File: config.mk
export PLATFORM = sky130hd
export DESIGN_NAME = fios_mm_scheduler
export DESIGN_NICKNAME = d
export VERILOG_FILES = /design/src/rtl/fios_sched_pkg.sv /design/src/rtl/fios_rr_pick.sv /design/src/rtl/fios_mm_scheduler.sv
export SDC_FILE = /design/constraint.sdc
export NUM_CORES = 1
export LEC_CHECK = 0
export ABC_AREA = 1
export BUFFER_PORTS_ARGS = -buffer_cell sky130_fd_sc_hd__buf_2
export CORE_MARGIN = 3
export CORE_UTILIZATION = 45
export DETAILED_ROUTE_END_ITERATION = 8
export PLACE_DENSITY = 0.62
export SETUP_SLACK_MARGIN = 0.02
export SLEW_MARGIN = 20
export SYNTH_ARGS = -nofsm -noshare
export SYNTH_HDL_FRONTEND = slang
export SYNTH_HIERARCHICAL = 1
export SYNTH_SLANG_ARGS = --single-unit
File: constraint.sdc
create_clock -name clock_i -period 3.64 [get_ports clock_i]
set_clock_uncertainty 0.1 [all_clocks]
set_input_delay 0.728 -clock clock_i [delete_from_list [all_inputs] [get_ports clock_i]]
set_output_delay 0.728 -clock clock_i [all_outputs]
set_load 0.01 [all_outputs]
File: src/rtl/fios_sched_pkg.sv
// Shared types and defaults for the FIOS multiplier scheduler.
// The state encoding is fixed at 3 bits so the state register width stays stable when states are added.
package fios_sched_pkg;

    typedef enum logic [2:0] {
        ST_IDLE  = 3'd0,
        ST_START = 3'd1,
        ST_WAIT  = 3'd2,
        ST_ACK   = 3'd3,
        ST_ABORT = 3'd4
    } sched_state_e;

    localparam int DEFAULT_N_REQ   = 4;
    localparam int DEFAULT_TIMEOUT = 256;

endpackage : fios_sched_pkg

File: src/rtl/fios_rr_pick.sv
// Combinational round-robin picker: searches from ptr+1 cyclically and returns the first unmasked request.
// The winner is reported both as an index and as a one-hot vector.
module fios_rr_pick #(
    parameter int N  = 4,
    parameter int IW = $clog2(N)
) (
    input  logic [N-1:0]  req,
    input  logic [N-1:0]  mask,
    input  logic [IW-1:0] ptr,
    output logic          valid,
    output logic [IW-1:0] idx,
    output logic [N-1:0]  onehot
);

    logic [N-1:0] eligible;

    assign eligible = req & ~mask;

    // NOTE: every output gets a default before the search loop, so no path leaves it unassigned and no latch is inferred.
    always_comb begin
        valid  = 1'b0;
        idx    = '0;
        onehot = '0;
        for (int i = 1; i <= N; i++) begin
            int            cand;
            logic [IW-1:0] cand_idx;
            cand = int'(ptr) + i;
            if (cand >= N) begin
                cand = cand - N;
            end
            cand_idx = IW'(cand);
            if (!valid && eligible[cand_idx]) begin
                valid            = 1'b1;
                idx              = cand_idx;
                onehot[cand_idx] = 1'b1;
            end
        end
    end

endmodule : fios_rr_pick

File: src/rtl/fios_mm_scheduler.sv
// Round-robin scheduler that shares one FIOS Montgomery multiplier among N_REQ requesters.
// Every output is decoded from registered state, so req_i and mm_done_i never reach an output combinationally.
module fios_mm_scheduler
    import fios_sched_pkg::*;
#(
    parameter int N_REQ   = DEFAULT_N_REQ,
    parameter int TIMEOUT = DEFAULT_TIMEOUT
) (
    input  logic                     clock_i,
    input  logic                     reset_n_i,
    input  logic [N_REQ-1:0]         req_i,
    output logic [N_REQ-1:0]         gnt_o,
    output logic [$clog2(N_REQ)-1:0] sel_o,
    output logic                     busy_o,
    output logic [N_REQ-1:0]         ack_o,
    output logic [N_REQ-1:0]         err_o,
    output logic                     mm_start_o,
    input  logic                     mm_done_i,
    output logic                     mm_reset_o
);

    localparam int SEL_W = $clog2(N_REQ);
    localparam int WD_W  = $clog2(TIMEOUT + 1);

    localparam logic [WD_W-1:0]  WD_LAST = WD_W'(TIMEOUT - 1);
    localparam logic [WD_W-1:0]  WD_MAX  = '1;
    localparam logic [SEL_W-1:0] PTR_RST = SEL_W'(N_REQ - 1);

    sched_state_e     state_q, state_d;
    logic [SEL_W-1:0] sel_q, sel_d;
    logic [SEL_W-1:0] ptr_q, ptr_d;
    logic [WD_W-1:0]  wd_q, wd_d;

    logic [N_REQ-1:0] sel_oh;
    logic [SEL_W-1:0] pick_ptr;
    logic [N_REQ-1:0] pick_mask;
    logic             pick_valid;
    logic [SEL_W-1:0] pick_idx;
    logic [N_REQ-1:0] pick_oh;

    assign sel_oh = N_REQ'(1) << sel_q;

    // In ACK the picker already sees the updated pointer (sel) and skips the requester just served.
    assign pick_ptr  = (state_q == ST_ACK) ? sel_q : ptr_q;
    assign pick_mask = (state_q == ST_ACK) ? sel_oh : '0;

    fios_rr_pick #(
        .N  (N_REQ),
        .IW (SEL_W)
    ) u_pick (
        .req    (req_i),
        .mask   (pick_mask),
        .ptr    (pick_ptr),
        .valid  (pick_valid),
        .idx    (pick_idx),
        .onehot (pick_oh)
    );

    always_comb begin
        state_d = state_q;
        sel_d   = sel_q;
        ptr_d   = ptr_q;
        wd_d    = wd_q;
        unique case (state_q)
            ST_IDLE: begin
                if (pick_valid) begin
                    sel_d   = pick_idx;
                    state_d = ST_START;
                end
            end
            ST_START: begin
                wd_d    = '0;
                state_d = ST_WAIT;
            end
            ST_WAIT: begin
                // A done that coincides with the last watchdog cycle still completes the operation.
                if (mm_done_i) begin
                    state_d = ST_ACK;
                end else if (wd_q == WD_LAST) begin
                    state_d = ST_ABORT;
                end else if (wd_q != WD_MAX) begin
                    wd_d = wd_q + 1'b1;
                end
            end
            ST_ACK: begin
                ptr_d = sel_q;
                if (pick_valid) begin
                    sel_d   = pick_idx;
                    state_d = ST_START;
                end else begin
                    state_d = ST_IDLE;
                end
            end
            ST_ABORT: begin
                // The multiplier spends this cycle in reset, so nothing is granted until IDLE.
                ptr_d   = sel_q;
                state_d = ST_IDLE;
            end
            default: begin
                state_d = ST_IDLE;
            end
        endcase
    end

    // NOTE: state registers use non-blocking assignments so every flop samples the pre-edge values.
    always_ff @(posedge clock_i or negedge reset_n_i) begin
        if (!reset_n_i) begin
            state_q <= ST_IDLE;
            sel_q   <= '0;
            ptr_q   <= PTR_RST;
            wd_q    <= '0;
        end else begin
            state_q <= state_d;
            sel_q   <= sel_d;
            ptr_q   <= ptr_d;
            wd_q    <= wd_d;
        end
    end

    assign sel_o      = sel_q;
    assign busy_o     = (state_q != ST_IDLE);
    assign mm_start_o = (state_q == ST_START);
    assign mm_reset_o = (state_q == ST_ABORT);
    assign gnt_o      = ((state_q == ST_START) || (state_q == ST_WAIT)) ? sel_oh : '0;
    assign ack_o      = (state_q == ST_ACK)   ? sel_oh : '0;
    assign err_o      = (state_q == ST_ABORT) ? sel_oh : '0;

endmodule : fios_mm_scheduler

==> run_results.csv <==
group,metric,value,unit
global_route,grt_antenna_before_repair,0,
critical_path,required,3.75,ns
timing,setup_tns,0,ns
clocking,htreeDepth,1,
synthesis,yosysWarnings,6,
pwr,ir_worst_vdd,0.000312,V
pwr,p_clk_share,8.3,%
clocking,hold_buffers,0,
drt,drtPass1Iterations,4,
drt,wl_per_cell,11.2,µm
critical_path,worst-r2r-cell-count,16,
critical_path,reg2reg_to,"sel_o[0]",
pwr,p_leak,0.000819,µW
hold_path,hold_class,"in -> async",
timing,hold_viol_final,0,
clocking,clk_pin_slew,0.09,ns
final_layout,multi_input_area,841,µm²
floorplanning,die_w,61.3,µm
final_layout,fillerInstances,261,
global_route,grtUsageTotal,17.1,%
floorplanning,die-area,3760,µm²
flow_run,max-cap-violations,0,
pwr,p_seq_share,19.5,%
synthesis,syn_inst,193,
critical_path,path_max_fanout,13,
placement,portBuffers,23,
timing,grt_setup_unrepaired,"no",
drt,vias_per_cell,5.13,
global_route,grt_max_degree,17,
floorplanning,initial_utilization,48.7,%
timing,slew_viol_final,0,
final_layout,nNetsFinal,232,
critical_path,reg2reg_from,"state_q[2]",
clocking,cts_resized,0,
floorplanning,io_pins,24,
floorplanning,fp-row-count,19,
final_layout,final_layout_size_suffix_gt1_share,27.3,%
pwr,p_int,622,µW
final_layout,seqCellArea,403,µm²
clocking,cts_setup_buffers,0,
critical_path,cp.arrival,3.04,ns
critical_path,crit_path_end_kind,"flip-flop",
timing,fin_crit_sh,80.4,%
critical_path,startpoint_type,"flip-flop",
critical_path,reg2reg_setup_slack,0.71,ns
floorplanning,core_area,2830,µm²
timing,fin_hold_ws,0.243,ns
pwr,p_per_area,880,nW/µm²
clocking,cts_buffer_depth,2,
critical_path,critical_path_class,"reg -> reg",
pwr,switching_share,54.8,%
global_route,grt_pass1_wl,4910,µm
drt,wirelength,2820,µm
timing,max_clock_freq,342,MHz
clocking,cts_num_sinks,16,
clocking,cts_buffers,3,
pwr,p_sw,754,µW
critical_path,cpPeakStageDelay,0.45,ns
drt,drt_iter0_drc,36,
drt,drc_errors,0,
timing,worstMarginPinSlew,0.531,ns
synthesis,synthesis.nets,204,
timing,slew-limit-headroom,64.2,%
final_layout,syn_to_final_growth,13.7,%
global_route,grt_overflow_total,0,
drt,antenna_left,0,
timing,setup_viol,0,
final_layout,diodes,0,
timing,min_period,2.93,ns
placement,place_congestion,0.805,
outcome,status,"finished clean",
floorplanning,die_h,61.3,µm
critical_path,path_cells,"inv_2, nand3_1, buf_4, o21ai_0, inv_6, ha_1, inv_1, nand3_4, nand2_8, nand2_4, nor2_8, nand3_1, inv_1, a21oi_1, nand2_1, o21ai_0",
final_layout,postLayoutCoreUtil,55.3,%
critical_path,cpMaxStageDelayCell,"dfrtp_1",
pwr,p_comb_share,72.2,%
placement,post-dp-hpwl,2350,µm
clocking,clk_latency,0.28,ns
synthesis,syn_area,1380,µm²
clocking,cts_root_buf,"clkbuf_4",
global_route,grt_pass1_vias,1239,
clocking,cts_tree,"yes",
drt,vias,1288,
synthesis,avgSynthCellArea,7.13,µm²
per-stage QoR:
stage                     total power [µW]  area [µm²]  worst slack, ns  instances
after global placement                1260        1530            0.826        247
final                                 1380        1570            0.712        251
after floorplan                       1080        1380             1.01        193
after detailed placement              1270        1530            0.724        247
after CTS                             1390        1570            0.693        251
after global routing                  1520        1570            0.366        251
sequential cells by signal (all words and copies together) (netlist names):
signal	cells
ptr_q	2
sel_o	2
state_q	3
wd_q	9
worst max path at each step:
stage / slack [ns] / endpoint / startpoint
2_1_floorplan: 1.01 / sel_o[0] / state_q[2]
3_3_place_gp: 0.83 / state_q[0] / state_q[2]
3_5_place_dp: 0.72 / state_q[0] / state_q[2]
4_1_cts: 0.69 / sel_o[1] / state_q[2]
5_1_grt: 0.37 / sel_o[0] / state_q[2]
6_report: 0.71 / sel_o[0] / state_q[2]
cell usage in the layout, fill, tap and decap left out:
master	instances
a21oi_1	3
buf_2	23
buf_4	2
clkbuf_4	3
clkbuf_8	1
dfrtp_1	14
dfstp_2	2
ha_1	4
inv_1	24
inv_2	3
inv_4	1
inv_6	1
nand2_1	48
nand2_2	8
nand2_4	3
nand2_8	1
nand3_1	22
nand3_2	4
nand3_4	5
nand3b_1	1
nand4_1	2
nor2_1	25
nor2_4	1
nor2_8	1
nor3_1	1
o211ai_1	1
o21ai_0	10
o21ai_2	1
o21bai_1	1
o22ai_1	2
xor2_1	2
layer usage:
| metal | vias up | share of wire, % | GRT usage [%] |
|---|---|---|---|
| li1 | 668 | - | - |
| met1 | 594 | 44 | 20.0 |
| met2 | 24 | 51 | 31.9 |
| met3 | 2 | 4.0 | 2.52 |
| met4 | 0 | 0.78 | 4.95 |
| met5 | - | 0 | 0 |
power groups by stage:
stage | Combinational [µW] | Clock, µW | Sequential (µW)
floorplan | 810 | 0 | 268
global placement | 986 | 0 | 269
detailed placement | 1000 | 0 | 271
CTS | 1010 | 120 | 267
global route | 1120 | 129 | 273
finish | 994 | 115 | 268
area by class of cell:
class / instances / share of cell area (%)
clock buffers: 4 / 2.32
inverters: 29 / 7.43
multi-input cells: 146 / 53.7
well taps: 31 / 2.48
repair buffers: 25 / 8.31
flip-flops and latches: 16 / 25.7
worst max-delay path: cells and delay by family, from the launching register on:
family | cells | cell delay, ns
buffers and inverters | 5 | 0.59
adder cells (fa/ha/maj) | 1 | 0.42
flip-flops | 1 | 0.45
AND/OR/NAND/NOR | 7 | 0.56
AO/OA/AOI/OAI | 3 | 0.73
(Power assumes the default switching activity.)
